===== config.mk =====
export PLATFORM = sky130hd
export DESIGN_NAME = ex_div_unit
export DESIGN_NICKNAME = d
export VERILOG_FILES = /design/src/rtl/ex_div_unit_pkg.sv /design/src/rtl/ex_div_unit_abs.sv /design/src/rtl/ex_div_unit.sv
export SDC_FILE = /design/constraint.sdc
export NUM_CORES = 1
export LEC_CHECK = 0
export BUFFER_PORTS_ARGS = -buffer_cell sky130_fd_sc_hd__buf_4
export CELL_PAD_IN_SITES_DETAIL_PLACEMENT = 1
export CELL_PAD_IN_SITES_GLOBAL_PLACEMENT = 1
export CORE_ASPECT_RATIO = 0.75
export CORE_UTILIZATION = 40
export CTS_CLUSTER_SIZE = 30
export DETAILED_ROUTE_END_ITERATION = 7
export GPL_TIMING_DRIVEN = 0
export PLACE_DENSITY = 0.73
export SYNTH_ARGS = -nofsm -noshare
export SYNTH_HDL_FRONTEND = slang
export SYNTH_SLANG_ARGS = --single-unit

===== constraint.sdc =====
create_clock -name clk -period 12.8 [get_ports clk]
set_input_delay 2.56 -clock clk [delete_from_list [all_inputs] [get_ports clk]]
set_output_delay 2.56 -clock clk [all_outputs]
set_load 0.01 [all_outputs]

===== src/rtl/ex_div_unit_pkg.sv =====
// ex_div_unit_pkg: shared types and constants for the EX-stage divider.
//   div_state_e       : divider FSM states (free, divide-by-zero, running, done)
//   DIV_RESULT_WD     : width of the {HI, LO} result bus toward the HI/LO path
//   DIV_RESULT_READY  : level of ready when a result is presented
package ex_div_unit_pkg;

    localparam int unsigned DIV_RESULT_WD = 64;

    localparam logic DIV_RESULT_READY     = 1'b1;
    localparam logic DIV_RESULT_NOT_READY = 1'b0;

    typedef enum logic [1:0] {
        DIV_FREE   = 2'b00,
        DIV_BYZERO = 2'b01,
        DIV_ON     = 2'b10,
        DIV_END    = 2'b11
    } div_state_e;

endpackage


===== src/rtl/ex_div_unit_abs.sv =====
// ex_div_unit_abs: conditional two's-complement negate.
//   value_i : operand
//   neg_i   : 1 = output -value_i, 0 = pass value_i through
//   value_o : result (wraps, so the most negative value maps to itself)
// Used both to take magnitudes of the operands and to restore the signs of
// quotient and remainder.
module ex_div_unit_abs #(
    parameter int unsigned WIDTH = 32
) (
    input  logic [WIDTH-1:0] value_i,
    input  logic             neg_i,
    output logic [WIDTH-1:0] value_o
);

    always_comb begin
        value_o = value_i;
        if (neg_i) begin
            value_o = ~value_i + WIDTH'(1);
        end
    end

endmodule


===== src/rtl/ex_div_unit.sv =====
// ex_div_unit: iterative radix-2 restoring divider for DIV/DIVU in EX.
//   clk, rst   : clock, synchronous active-high reset
//   start      : DIV/DIVU present in EX (held for the whole operation)
//   signed_div : 1 = DIV, 0 = DIVU; sampled with start in the free state
//   dividend   : rs value, sampled in the free state
//   divisor    : rt value, sampled in the free state
//   annul      : abort the operation in flight (flush/exception)
//   result     : {remainder, quotient}; nonzero only while ready=1
//   ready      : result valid, one-cycle pulse
//   stallreq   : hold IF..EX while the divider is occupied
// One quotient bit is produced per cycle, so a non-zero divisor takes 32
// cycles in DIV_ON. Divide by zero returns zero after a single cycle.
module ex_div_unit
    import ex_div_unit_pkg::*;
#(
    parameter int unsigned WIDTH = 32,
    parameter int unsigned CNT_W = 6
) (
    input  logic               clk,
    input  logic               rst,
    input  logic               start,
    input  logic               signed_div,
    input  logic [WIDTH-1:0]   dividend,
    input  logic [WIDTH-1:0]   divisor,
    input  logic               annul,
    output logic [2*WIDTH-1:0] result,
    output logic               ready,
    output logic               stallreq
);

    div_state_e       state_q, state_d;
    logic [CNT_W-1:0] cnt_q, cnt_d;
    logic [WIDTH-1:0] rem_q, rem_d;
    logic [WIDTH-1:0] quo_q, quo_d;
    logic [WIDTH-1:0] dsr_q, dsr_d;
    logic             neg_quo_q, neg_quo_d;
    logic             neg_rem_q, neg_rem_d;

    logic             dividend_neg;
    logic             divisor_neg;
    logic [WIDTH-1:0] dividend_abs;
    logic [WIDTH-1:0] divisor_abs;

    logic [WIDTH:0]   partial;
    logic [WIDTH:0]   trial;
    logic             step_fits;
    logic [WIDTH-1:0] step_rem;
    logic [WIDTH-1:0] step_quo;
    logic [WIDTH-1:0] quo_fixed;
    logic [WIDTH-1:0] rem_fixed;
    logic             last_iter;

    always_comb begin
        dividend_neg = signed_div & dividend[WIDTH-1];
        divisor_neg  = signed_div & divisor[WIDTH-1];
    end

    ex_div_unit_abs #(.WIDTH(WIDTH)) u_abs_dividend (
        .value_i (dividend),
        .neg_i   (dividend_neg),
        .value_o (dividend_abs)
    );

    ex_div_unit_abs #(.WIDTH(WIDTH)) u_abs_divisor (
        .value_i (divisor),
        .neg_i   (divisor_neg),
        .value_o (divisor_abs)
    );

    // One restoring step: {rem,quo} shifted left, the bit leaving quo enters
    // rem. The subtract is one bit wider so a borrow marks "does not fit".
    always_comb begin
        partial   = {rem_q, quo_q[WIDTH-1]};
        trial     = partial - {1'b0, dsr_q};
        step_fits = ~trial[WIDTH];
        step_rem  = step_fits ? trial[WIDTH-1:0] : partial[WIDTH-1:0];
        step_quo  = {quo_q[WIDTH-2:0], step_fits};
        last_iter = (cnt_q == CNT_W'(WIDTH - 1));
    end

    // Sign restoration is folded into the final step so DIV_END already
    // holds the architectural result.
    ex_div_unit_abs #(.WIDTH(WIDTH)) u_abs_quo (
        .value_i (step_quo),
        .neg_i   (neg_quo_q),
        .value_o (quo_fixed)
    );

    ex_div_unit_abs #(.WIDTH(WIDTH)) u_abs_rem (
        .value_i (step_rem),
        .neg_i   (neg_rem_q),
        .value_o (rem_fixed)
    );

    always_comb begin
        state_d   = state_q;
        cnt_d     = cnt_q;
        rem_d     = rem_q;
        quo_d     = quo_q;
        dsr_d     = dsr_q;
        neg_quo_d = neg_quo_q;
        neg_rem_d = neg_rem_q;

        unique case (state_q)
            DIV_FREE: begin
                if (start && !annul) begin
                    rem_d     = '0;
                    quo_d     = dividend_abs;
                    dsr_d     = divisor_abs;
                    neg_quo_d = dividend_neg ^ divisor_neg;
                    neg_rem_d = dividend_neg;
                    cnt_d     = '0;
                    state_d   = (divisor == '0) ? DIV_BYZERO : DIV_ON;
                end
            end
            DIV_ON: begin
                cnt_d = cnt_q + CNT_W'(1);
                rem_d = step_rem;
                quo_d = step_quo;
                if (last_iter) begin
                    rem_d   = rem_fixed;
                    quo_d   = quo_fixed;
                    cnt_d   = '0;
                    state_d = DIV_END;
                end
            end
            DIV_BYZERO: begin
                rem_d   = '0;
                quo_d   = '0;
                state_d = DIV_END;
            end
            DIV_END: begin
                state_d = DIV_FREE;
            end
            default: begin
                state_d = DIV_FREE;
            end
        endcase

        // Abort wins over everything, including a start in the same cycle.
        if (annul) begin
            state_d = DIV_FREE;
            cnt_d   = '0;
        end
    end

    always_ff @(posedge clk) begin
        if (rst) begin
            state_q   <= DIV_FREE;
            cnt_q     <= '0;
            rem_q     <= '0;
            quo_q     <= '0;
            dsr_q     <= '0;
            neg_quo_q <= 1'b0;
            neg_rem_q <= 1'b0;
        end else begin
            state_q   <= state_d;
            cnt_q     <= cnt_d;
            rem_q     <= rem_d;
            quo_q     <= quo_d;
            dsr_q     <= dsr_d;
            neg_quo_q <= neg_quo_d;
            neg_rem_q <= neg_rem_d;
        end
    end

    always_comb begin
        ready    = (state_q == DIV_END) ? DIV_RESULT_READY : DIV_RESULT_NOT_READY;
        result   = ready ? {rem_q, quo_q} : '0;
        stallreq = ((state_q == DIV_FREE) && start && !annul) ||
                   (state_q == DIV_ON) || (state_q == DIV_BYZERO);
    end

endmodule


# Word level (Yosys, flattened, before mapping)
# Index checks and enable logic that the tools add are counted.
op_classes:
  n_addsub: 6
  eq_ne: 6
  muxes: 20
  n_bitwise: 8
  n_reduce_logical: 15
op_table:
  columns: ["cell", "n"]
  rows:
  - ["$mux 32", 9]
  - ["$pmux 32 s3", 2]
  - ["$add 32x1->32 const B", 4]
  - ["$not 32->32", 4]
  - ["$mux 64", 1]
  - ["$sub 33x32->33", 1]
  - ["$logic_not 32->1", 1]
  - ["$mux 6", 2]
  - ["$pmux 6 s2", 1]
  - ["$pmux 2 s4", 1]
  - ["$reduce_and 2->1", 4]
  - ["$add 6x1->6 const B", 1]
  - ["$eq 6x5->1 const B", 1]
  - ["$mux 2", 3]
  - ["$eq 2x2->1 const B", 2]
  - ["$ne 2x2->1 const B", 2]
  - ["$logic_and 1x1->1", 3]
  - ["$reduce_bool 3->1", 1]
  - ["$and 1x1->1", 2]
  - ["$eq 2x1->1 const B", 1]
  - ["$logic_not 2->1", 1]
  - ["$logic_or 1x1->1", 2]
  - ["$reduce_bool 2->1", 1]
  - ["$reduce_or 2->1", 1]
  - ["other kinds (4)", 4]
word_totals:
  reg_bits: 106
  in_bits: 69
  output_inout_bits: 66
  elab_cells: 62

# Depth between registers and ports, before layout
# Gate-level depths: netlist (run 1).
depth:
  word_depth: 7
  mapped_depth: 23

# By module
# Synthesis (run 1) repeated with hierarchy kept, for this count alone.
unflattened:
  cells_unflattened: 1375
  hier_area_um2: 10580.1
modules_own_cells:
  columns: ["mod", "instances", "cells_per_inst", "area_each_um2"]
  rows:
  - ["ex_div_unit", 1, 979, 7472.2]
  - ["ex_div_unit_abs", 4, 99, 777.0]

# Least setup slack after synthesis (run 1)
# No wires, ideal clock.
synth_path:
  path_type: "input to output"
  startpoint: "in annul"
  endpoint: "out stallreq"
  arrival_ns: 3.269
  slack_ns: 6.971
  stages: 3
  path_cell_list: "nand2b_1 > nor2_1 > or3_1"
synth_via:
  elab_chain_cells: 4
synth_lines:
  columns: ["item", "line_no", "rtl"]
  rows:
  - ["from (decl)", "ex_div_unit.sv:25", "input logic annul,"]
  - ["$logic_not 1->1", "ex_div_unit.sv:170", "stallreq = ((state_q == DIV_FREE) && start && !annul) ||"]
  - ["$logic_and 1x1->1", "ex_div_unit.sv:170", null]
  - ["$logic_or 1x1->1", "ex_div_unit.sv:170", null]
  - ["$logic_or 1x1->1", "ex_div_unit.sv:171", "(state_q == DIV_ON) || (state_q == DIV_BYZERO);"]
  - ["to (decl)", "ex_div_unit.sv:28", "output logic stallreq"]
# No other way between the ends.

# Worst setup path in the final report (run 1)
layout_path:
  startpoint: "reg quo_q[31]"
  endpoint: "reg quo_q[30]"
layout_via:
  elab_chain_cells: 7
layout_lines:
  columns: ["item", "line_no", "rtl"]
  rows:
  - ["from (decl)", "ex_div_unit.sv:34", "logic [WIDTH-1:0] quo_q, quo_d;"]
  - ["from (signal assigned)", "ex_div_unit.sv:160", "quo_q <= quo_d;"]
  - ["$sub 33x32->33", "ex_div_unit.sv:74", "trial = partial - {1'b0, dsr_q};"]
  - ["$not 1->1", "ex_div_unit.sv:75", "step_fits = ~trial[WIDTH];"]
  - ["$not 32->32", "ex_div_unit_abs.sv:18", "value_o = ~value_i + WIDTH'(1);"]
  - ["$add 32x1->32", "ex_div_unit_abs.sv:18", null]
  - ["$mux 32", "ex_div_unit_abs.sv:17", "if (neg_i) begin"]
  - ["$mux 32", "ex_div_unit.sv:120", "if (last_iter) begin"]
  - ["$pmux 32 s3", "ex_div_unit.sv:104", "unique case (state_q)"]
# No other way between the ends.
# A chain may end at the register's enable or synchronous reset.

==> results, run 1 <==
- The final weighted congestion in routability-driven placement is around 0.91.
- The combined global-route utilization of all metal layers is approximately 30%.
- Setup violations remaining at the end of the flow were counted as 0.
- The per-instance average area after synthesis is ~7.4 sq um.
- The clock sink count is between 100 and 150.
- VDD sags by at most roughly 0.07 mV.
- Fill cells in the final layout number approximately 3,200.
- The switching share of power is a little under two fifths.
- For this run, the top clock speed supported by timing is 0.141 GHz.
- For this run, asynchronously set or reset flops after synthesis account for 0%.
- The overall die area is between 0.02 and 0.03 sq mm.
- Traced cell by cell, the critical path runs through inv_1 -> ha_1 -> fa_1 -> nand2b_2 -> a211oi_4 -> o2111ai_2 -> a311oi_4 -> mux2i_4 -> nor2_8 -> inv_4 -> clkbuf_1 -> clkbuf_1 -> ha_1 -> nand2_1 -> nor4_1 -> nand3_1 -> o41ai_1 -> xor2_1 -> o221ai_1 -> o21ai_0 -> nor2_1.
- Internal power comes to 0.628 mW.
- Registers are responsible for around 37% of the overall power.
- In this run the count of I/O pins placed on the die edge is about 140.
- Data on the critical path arrives at its endpoint at about 7.3 ns.
- The switching power of the nets is just under 0.4 mW.
- At the pin with the least slew margin, the transition time is between 1 and 1.5 ns.
- The initial antenna violation count is 0.
- After detailed routing, the average wire length per cell comes to 21.4 um.
- The number of H-tree levels is 3.
- In this run the deepest clock path goes through 2 buffers.
- The starting DRC count in detailed routing is 764.
- At the later pin of the worst-skew pair, clock insertion delay measures roughly 0.38 ns.
- The vertical die dimension is approximately 140 um.
- The largest family of logic cells by synthesized area is compound AO/OA/AOI/OAI gates.
- Relative to the synthesized area, the layout overhead comes to 17.3%.
- Counting the buffers created by CTS gives 9.
- The most used flip-flop cell after synthesis is sky130_fd_sc_hd__dfxtp_1.
- The first global-routing pass estimated approximately 61 mm of wire.
- Measured against its own limit, the worst slew margin works out to 16.3%.
- The delay of the slowest critical-path stage is 0.76 ns.
- Dividing the detail-routed via count by the number of cells gives approximately 6.0.
- The count of buffers added on input and output ports is 133.
- The max-slew violation total from the final report is 0.
- During synthesis, Yosys emitted a total of 0 warnings.
- The routed design has roughly 39 mm of wire.
- After layout, the minimum clock period comes to 7.10 ns.
- Of the total synthesized cell area, the portion taken by AND, OR, NAND and NOR gates is between 20 and 30%.
- The category of the most critical setup path is flip-flop to flip-flop.
- The root buffer cell chosen for the clock tree is sky130_fd_sc_hd__clkbuf_16.
- The starting utilization of the core area is between 40% and 50%.
- STA classifies the critical path endpoint as a flip-flop.
- The via count of the first global-routing pass is 10,800.
- The chip width is 184 um.
- Summing internal, switching and leakage power gives 1.01 mW.
- The number of cells upsized or downsized after cts is 0.
- After synthesis, the share of cell area in mux cells is ~2.7%.
- Dividing total power by cell area gives a power density of between 80 and 90 mW/mm^2.
- The number of buffers added to fix hold violations after cts is 0.
- The clock-pin transition on the worst setup and hold timing paths is 0.08 ns.
- The final standard cell utilization of the core is about half.
- The most common cell after layout, fill and taps aside is sky130_fd_sc_hd__nor2_1.
- On the final layout, the worst clock skew is 0.0157 ns.
- Summing the areas of all fa, ha and maj instances in the mapped netlist gives around 5.5% of the synthesized area.
- The clock tree from TritonCTS is done.
- The part of the power in combinational logic is 33.5%.
- Once detailed placement completed, the half-perimeter wirelength came to roughly 32 mm.
- The placeable core region is between 0.02 and 0.025 sq mm.
- In this run, synthesis produced a sequential element count of ~110.
- The clock network fraction of design power is 29.5%.
- The synthesized design contains 0 enable-type register cells.
- The synthesized netlist devotes 12.1% of its cell area to XOR and XNOR gates.
- The cell area that synthesis handed to floorplanning was 0.00996 sq mm.
- The fraction of the mapped netlist area in compound gates is around 28%.
- The floorplan row count is 49.
- The data required time at the worst endpoint is 13.04 ns.
- The run finished with clean final reports.
- The worst setup path is launched from a flip-flop.
- In the layout the commonest cells are sky130_fd_sc_hd__nor2_1 (149), sky130_fd_sc_hd__buf_4 (135), sky130_fd_sc_hd__nand2_1 (112).
- The number of distinct library cells after synthesis is 85.
- The family with the most delay on the worst path is compound AO/OA/AOI/OAI gates.
- The total count of hold-check failures in the final report is 0.
- The number of setup buffers added after CTS is 0.
- For this run, design rule violations remaining after detail routing come to 0.
- For the final routed database, the setup TNS stands at 0 ns.
- The highest net fanout along the worst path is 10.
- Dividing the final minimum period by the clock period gives a little under three fifths.
- The storage element area is around 0.0021 sq mm.
- The number of nets in the synthesized netlist is 1,464.
- The multi-input combinational cells in the finished layout cover a total of ~0.0074 sq mm.
- The pin count of the biggest net entering global routing is 18.
- The share of cells above drive strength 1 is between 10% and 20%.
- The number of instances in the synthesized netlist is between 1,000 and 1,500.
- The static power due to leakage is 4.49 nW.
- Setup repair after global routing left no endpoint under its margin.
- The number of nets in the layout is roughly 1,600.
- The standard cell with the maximum stage delay on the critical path is sky130_fd_sc_hd__nor4_1.
- The type of the most critical hold path is flip-flop to flip-flop.
- The total number of vias is around 11,000.
- The sequential area share after synthesis is about a fifth.
- In this run the register-to-register setup slack is 5.70 ns.
- For this run the aggregate overflow at the end of global routing stands at 0.
- The tool flagged a number of max-cap violations equal to 0.
- The number of buffers and inverters on the critical path is 4.
- The count of nets left with antenna violations once routing finished came out at 0.
- The first-pass iteration count of the detailed router is 5.
==> per-layer routing <==
metal	global-route usage [%]	vias to the layer above	part of all wire [%]
met4	7.68	0	1.9
li1	-	5215	-
met5	0	-	0
met2	44.4	411	41
met3	6.04	50	8.3
met1	46.2	5340	49
==> worst paths after layout <==
check	start	endpoint	depth (start not counted)
max	quo_q[31]	quo_q[30]	21
min	dsr_q[31]	dsr_q[31]	2
max reg2reg	quo_q[31]	quo_q[30]	21
min reg2reg	dsr_q[31]	dsr_q[31]	2
==> flip-flops by register name, summed over array words and instances (netlist names) <==
signal     count
dsr_q         32
neg_rem_q      1
quo_q         32
neg_quo_q      1
state_q        2
cnt_q          6
rem_q         32
==> cells in the mapped netlist, types with 4 or more instances <==
| cell | instances | share of area (%) |
|---|---|---|
| sky130_fd_sc_hd__or3_1 | 19 | 1.2 |
| sky130_fd_sc_hd__o31ai_1 | 25 | 1.9 |
| sky130_fd_sc_hd__or2_2 | 4 | 0.25 |
| sky130_fd_sc_hd__nand3_1 | 18 | 0.90 |
| sky130_fd_sc_hd__a211oi_1 | 39 | 2.9 |
| sky130_fd_sc_hd__xnor2_1 | 56 | 4.9 |
| sky130_fd_sc_hd__clkbuf_1 | 61 | 2.3 |
| sky130_fd_sc_hd__nor2_1 | 149 | 5.6 |
| sky130_fd_sc_hd__a2111oi_0 | 4 | 0.35 |
| sky130_fd_sc_hd__nand4_1 | 7 | 0.44 |
| sky130_fd_sc_hd__o211a_1 | 4 | 0.40 |
| sky130_fd_sc_hd__o21a_1 | 6 | 0.45 |
| sky130_fd_sc_hd__mux2_2 | 5 | 0.57 |
| sky130_fd_sc_hd__mux2i_1 | 19 | 1.9 |
| sky130_fd_sc_hd__xor2_1 | 82 | 7.2 |
| sky130_fd_sc_hd__a21oi_1 | 89 | 4.5 |
| sky130_fd_sc_hd__a21o_1 | 9 | 0.68 |
| sky130_fd_sc_hd__nor4_1 | 12 | 0.75 |
| sky130_fd_sc_hd__nand2b_1 | 10 | 0.63 |
| sky130_fd_sc_hd__a41oi_1 | 5 | 0.44 |
| sky130_fd_sc_hd__dfxtp_1 | 106 | 21 |
| sky130_fd_sc_hd__o221ai_1 | 26 | 2.3 |
| sky130_fd_sc_hd__o211ai_1 | 12 | 0.90 |
| sky130_fd_sc_hd__and3_1 | 8 | 0.50 |
| sky130_fd_sc_hd__o21ai_0 | 107 | 5.4 |
| sky130_fd_sc_hd__and2_1 | 77 | 4.8 |
| sky130_fd_sc_hd__buf_2 | 7 | 0.35 |
| sky130_fd_sc_hd__inv_1 | 49 | 1.8 |
| sky130_fd_sc_hd__a31oi_1 | 15 | 0.94 |
| sky130_fd_sc_hd__a22oi_1 | 6 | 0.45 |
| sky130_fd_sc_hd__a311oi_1 | 5 | 0.44 |
| sky130_fd_sc_hd__a22o_1 | 18 | 1.6 |
| sky130_fd_sc_hd__nor3_1 | 36 | 1.8 |
| sky130_fd_sc_hd__nor2b_1 | 6 | 0.38 |
| sky130_fd_sc_hd__ha_1 | 42 | 5.3 |
| sky130_fd_sc_hd__or4_1 | 18 | 1.4 |
| sky130_fd_sc_hd__o22ai_1 | 5 | 0.31 |
| sky130_fd_sc_hd__nand2_1 | 112 | 4.2 |
| sky130_fd_sc_hd__o41ai_1 | 11 | 0.97 |
==> power groups by stage <==
stage	clock network, mW	logic [mW]	registers (mW)
6_report	0.299	0.340	0.375
3_5_place_dp	0	0.331	0.382
3_3_place_gp	0	0.324	0.381
2_1_floorplan	0	0.222	0.373
4_1_cts	0.304	0.333	0.374
5_1_grt	0.317	0.371	0.378
==> stage by stage <==
step                      cell area (sq um)  setup WS (ns)  hold slack, ns  cells
after CTS                             11700           5.81           0.466   1832
after global routing                  11700           5.36           0.492   1832
final                                 11700           5.70           0.463   1833
after global placement                11400           5.97           0.448   1816
after floorplan                        9960           6.97           0.432   1352
after detailed placement              11400           5.82           0.456   1816
==> cell type report <==
cell class	count	area share, %
Antenna cell	1	0.0214
Buffer	72	2.52
Clock buffer	11	2.08
Clock inverter	5	0.525
Inverter	50	1.63
Multi-Input combinational cell	1124	63.0
Sequential cell	106	18.2
Tap cell	331	3.55
Timing Repair Buffer	133	8.55
==> tightest hold or removal path: cells and delay by family (launching register included) <==
kind            cells  cell delay (ns)
flops               1             0.31
compound gates      1             0.05
simple gates        1             0.05
==> logic make-up (layout without fill, tap and decap cells) <==
kind of cell    Yosys count  in the layout
simple gates            499            499
flops                   106            106
mux                      25             25
xor+xnor                138            138
fa+ha+maj                43             43
compound gates          419            419
other cells               0              1
buf+inv                 122            271
No activity file was read; power rests on OpenSTA's default activity.
==> run 2: changes to the inputs <==
CORE_UTILIZATION = 39   (was 40)
PLACE_DENSITY = 0.74   (was 0.73)
clock period = 5.7 ns   (was 12.8 ns; I/O delays follow)
==> results, run 2 (synthesized netlist as in run 1, its figures left out) <==
- Run status: finished clean (unchanged).
- The worst relative slew slack is 14.5% (was 16.3%).
- The global-route wire length before repair came to 60.7 mm (was 61.2 mm).
- The pin count of the biggest net entering global routing is 20 (was 18).
- The max-slew violation total from the final report is 0 (unchanged).
- The final weighted congestion in routability-driven placement is 0.983 (was 0.912).
- The clock skew after layout is 0.0150 ns (was 0.0157 ns).
- The switching share of power is 38.0% (was 38.1%).
- The remaining number of nets flagged by the antenna check after routing is 0 (unchanged).
- The via count of the first global-routing pass is 10,600 (was 10,800).
- The total inserted antenna cells is 0 (was 1).
- The cell with the most instances on the worst path is sky130_fd_sc_hd__a31oi_1.
- The pre-CTS setup slack is -1.27 ns (was 5.82 ns).
- The power density of the placed cells came to 192 mW/mm^2 (was 86.8 mW/mm^2).
- The peak clock frequency supported by timing is 0.184 GHz (was 0.141 GHz).
- The aggregate global routing overflow is 0 (unchanged).
- The signal arrival time at the worst endpoint is 5.70 ns (was 7.34 ns).
- The post-layout minimum cycle time was 5.43 ns (was 7.10 ns).
- The number of nets in the layout is 1,611 (was 1,608).
- The most common cell after layout, fill and taps aside was sky130_fd_sc_hd__nor2_1 (unchanged).
- The overall die area is 0.0262 sq mm (was 0.0255 sq mm).
- The clock tree from TritonCTS was done (unchanged).
- The highest net fanout along the worst path came to 14 (was 10).
- The part of the power in combinational logic was 34.0% (was 33.5%).
- The kind of end point of the critical path is a flip-flop (unchanged).
- The max-capacitance violation count is 0 (unchanged).
- The initial antenna violation count is 2 (was 0).
- The combined global-route utilization of all metal layers was 29.4% (was 30.8%).
- The number of endpoints failing setup at the final stage is 0 (unchanged).
- The per-cell via count in the routed design came to 5.99 (was 6.01).
- The clock sink count is 106 (unchanged).
- The floorplan row count is 50 (was 49).
- The filler cell count in the final layout is 3,258 (was 3,151).
- RSZ-0062 raised after global routing: false (unchanged).
- The switching power of the nets came to 0.860 mW (was 0.386 mW).
- The static power due to leakage came to 4.50 nW (was 4.49 nW).
- Largest registers: dsr_q (32), quo_q (32), rem_q (32) (unchanged).
- The slew at the pin closest to its max-slew limit came to 1.25 ns (was 1.22 ns).
- The top-level I/O count was 135 (unchanged).
- The first-pass iteration count of the detailed router is 5 (unchanged).
- The layout-stage area growth over the synthesis result is 18.1% (was 17.3%).
- The detail-routed net length per standard cell came to 21.2 um (was 21.4 um).
- The final standard cell utilization of the core came to 47.0% (was 48.2%).
- The maximum clock insertion buffer count is 2 (unchanged).
- The number of H-tree levels is 3 (unchanged).
- The total routed wirelength is 39.0 mm (was 39.1 mm).
- The standard cell with the maximum stage delay on the critical path was sky130_fd_sc_hd__fa_1 (was sky130_fd_sc_hd__nor4_1).
- The setup slack of the critical path after layout is 0.269 ns (was 5.70 ns).
- The internal power summed over all cells is 1.40 mW (was 0.628 mW).
- The category of the most critical setup path is flip-flop to flip-flop (unchanged).
- The total CTS buffers came to 9 (unchanged).
- The largest vdd supply drop is 0.167 mV (was 0.0691 mV).
- The placeable core region is 0.0250 sq mm (was 0.0242 sq mm).
- The root cell of the clock tree is sky130_fd_sc_hd__clkbuf_16 (unchanged).
- The chip width is 187 um (was 184 um).
- Cells traversed along the worst timing path: inv_1 -> ha_1 -> fa_1 -> nand2b_2 -> a211oi_4 -> o2111ai_2 -> a311oi_4 -> buf_4 -> mux2i_4 -> nor2_8 -> inv_6 -> buf_6 -> nor2_1 -> a21oi_1 -> ha_2 -> nand3_1 -> or3_1 -> a211oi_1 -> a31oi_1 -> a211oi_2 -> a31oi_1 -> xnor2_1 -> a22o_1 (was inv_1 -> ha_1 -> fa_1 -> nand2b_2 -> a211oi_4 -> o2111ai_2 -> a311oi_4 -> mux2i_4 -> nor2_8 -> inv_4 -> clkbuf_1 -> clkbuf_1 -> ha_1 -> nand2_1 -> nor4_1 -> nand3_1 -> o41ai_1 -> xor2_1 -> o221ai_1 -> o21ai_0 -> nor2_1).
- The share of cells above drive strength 1 is 13.0% (was 12.5%).
- The type of the most critical hold path is flip-flop to flip-flop (unchanged).
- The number of buffers added to fix hold violations after cts was 0 (unchanged).
- The share of the clock period used by the worst path after layout came to 95.3% (was 55.5%).
- The starting utilization of the core area is 39.8% (was 41.1%).
- The insertion delay of the later-clocked pin in the worst-skew pair was 0.38 ns (about the same).
- The data required time at the worst endpoint is 5.97 ns (was 13.04 ns).
- The part of the power in registers is 37.2% (was 37.0%).
- The clock network fraction of design power is 28.8% (was 29.5%).
- The worst hold margin came to 0.457 ns (was 0.463 ns).
- The delay of the slowest critical-path stage is 0.41 ns (was 0.76 ns).
- The detailed placer's ending HPWL is 31.4 mm (was 31.6 mm).
- The clock-pin transition on the worst setup and hold timing paths is 0.07 ns (was 0.08 ns).
- Commonest cells after routing, fill and taps aside: sky130_fd_sc_hd__nor2_1 (149), sky130_fd_sc_hd__buf_4 (139), sky130_fd_sc_hd__nand2_1 (112) (was sky130_fd_sc_hd__nor2_1 (149), sky130_fd_sc_hd__buf_4 (135), sky130_fd_sc_hd__nand2_1 (112)).
- The starting DRC count in detailed routing is 750 (was 764).
- The remaining design rule violation count came to 0 (unchanged).
- The total number of vias was 11,000 (about the same).
- The vertical die dimension is 140 um (was 139 um).
- The total count of hold-check failures in the final report came to 0 (unchanged).
- The number of buffer cells added on primary ports was 133 (unchanged).
- The startpoint type of the worst setup path was a flip-flop (unchanged).
run 2: cell types whose count changed in the layout (fill, tap and decap cells not counted), sizes merged:
cell and change:
clkbuf -1, clkinv -2, inv -2, diode -1, buf +5, clkinvlp +3
run 2: cell type report:
cell class                      count  area (sq um)  share of cell area [%]
Clock inverter                      4          52.6                   0.447
Buffer                             70           313                    2.66
Inverter                           50           193                    1.64
Timing Repair Buffer              138          1040                    8.81
Sequential cell                   106          2120                    18.1
Clock buffer                       12           236                    2.01
Multi-Input combinational cell   1124          7380                    62.8
Tap cell                          338           423                    3.60
run 2: layer usage:
layer | up-vias | part of all wire, % | GRT usage [%]
met5 | - | 0 | 0
met4 | 0 | 1.9 | 7.94
met3 | 36 | 7.7 | 5.49
met2 | 392 | 41 | 42.9
met1 | 5394 | 49 | 43.5
li1 | 5220 | - | -
run 2: per-stage QoR:
stage	power, mW	cells	cell area, sq um	setup TNS [ns]
finish	2.26	1842	11800	0
global route	2.37	1842	11800	0
CTS	2.25	1840	11700	0
detailed placement	1.60	1823	11400	-16.78
global placement	1.58	1823	11400	-13.23
floorplan	1.34	1352	9960	0
run 2: repair_timing:
| action | 4_1_cts | 5_1_grt |
|---|---|---|
| pin swaps | 2 | 2 |
| setup endpoints to repair | 22 | 9 |
| buffers inserted | 3 | 2 |
| gates resized for setup | 7 | 10 |
run 2: power groups by stage:
stage | combinational, mW | sequential (mW) | clock (mW)
floorplan | 0.499 | 0.839 | 0
global placement | 0.722 | 0.855 | 0
detailed placement | 0.738 | 0.857 | 0
CTS | 0.751 | 0.840 | 0.661
global route | 0.842 | 0.849 | 0.680
finish | 0.769 | 0.842 | 0.651
run 2: worst max-delay path: cells and delay by family, from the launching register on:
family / cells / cell delay, ns
XOR/XNOR: 1 / 0.16
multiplexers: 1 / 0.36
adder cells (fa/ha/maj): 3 / 0.85
flip-flops: 1 / 0.39
AO/OA/AOI/OAI: 9 / 2.00
buffers and inverters: 4 / 0.66
AND/OR/NAND/NOR: 5 / 0.91
run 2: path summary, 6_finish.rpt:
path,start,to,slack (ns),depth (start not counted)
max reg2reg,quo_q[31],rem_q[28],0.27,23
max,quo_q[31],rem_q[28],0.27,23
min reg2reg,dsr_q[28],dsr_q[28],0.46,2
min,dsr_q[28],dsr_q[28],0.46,2
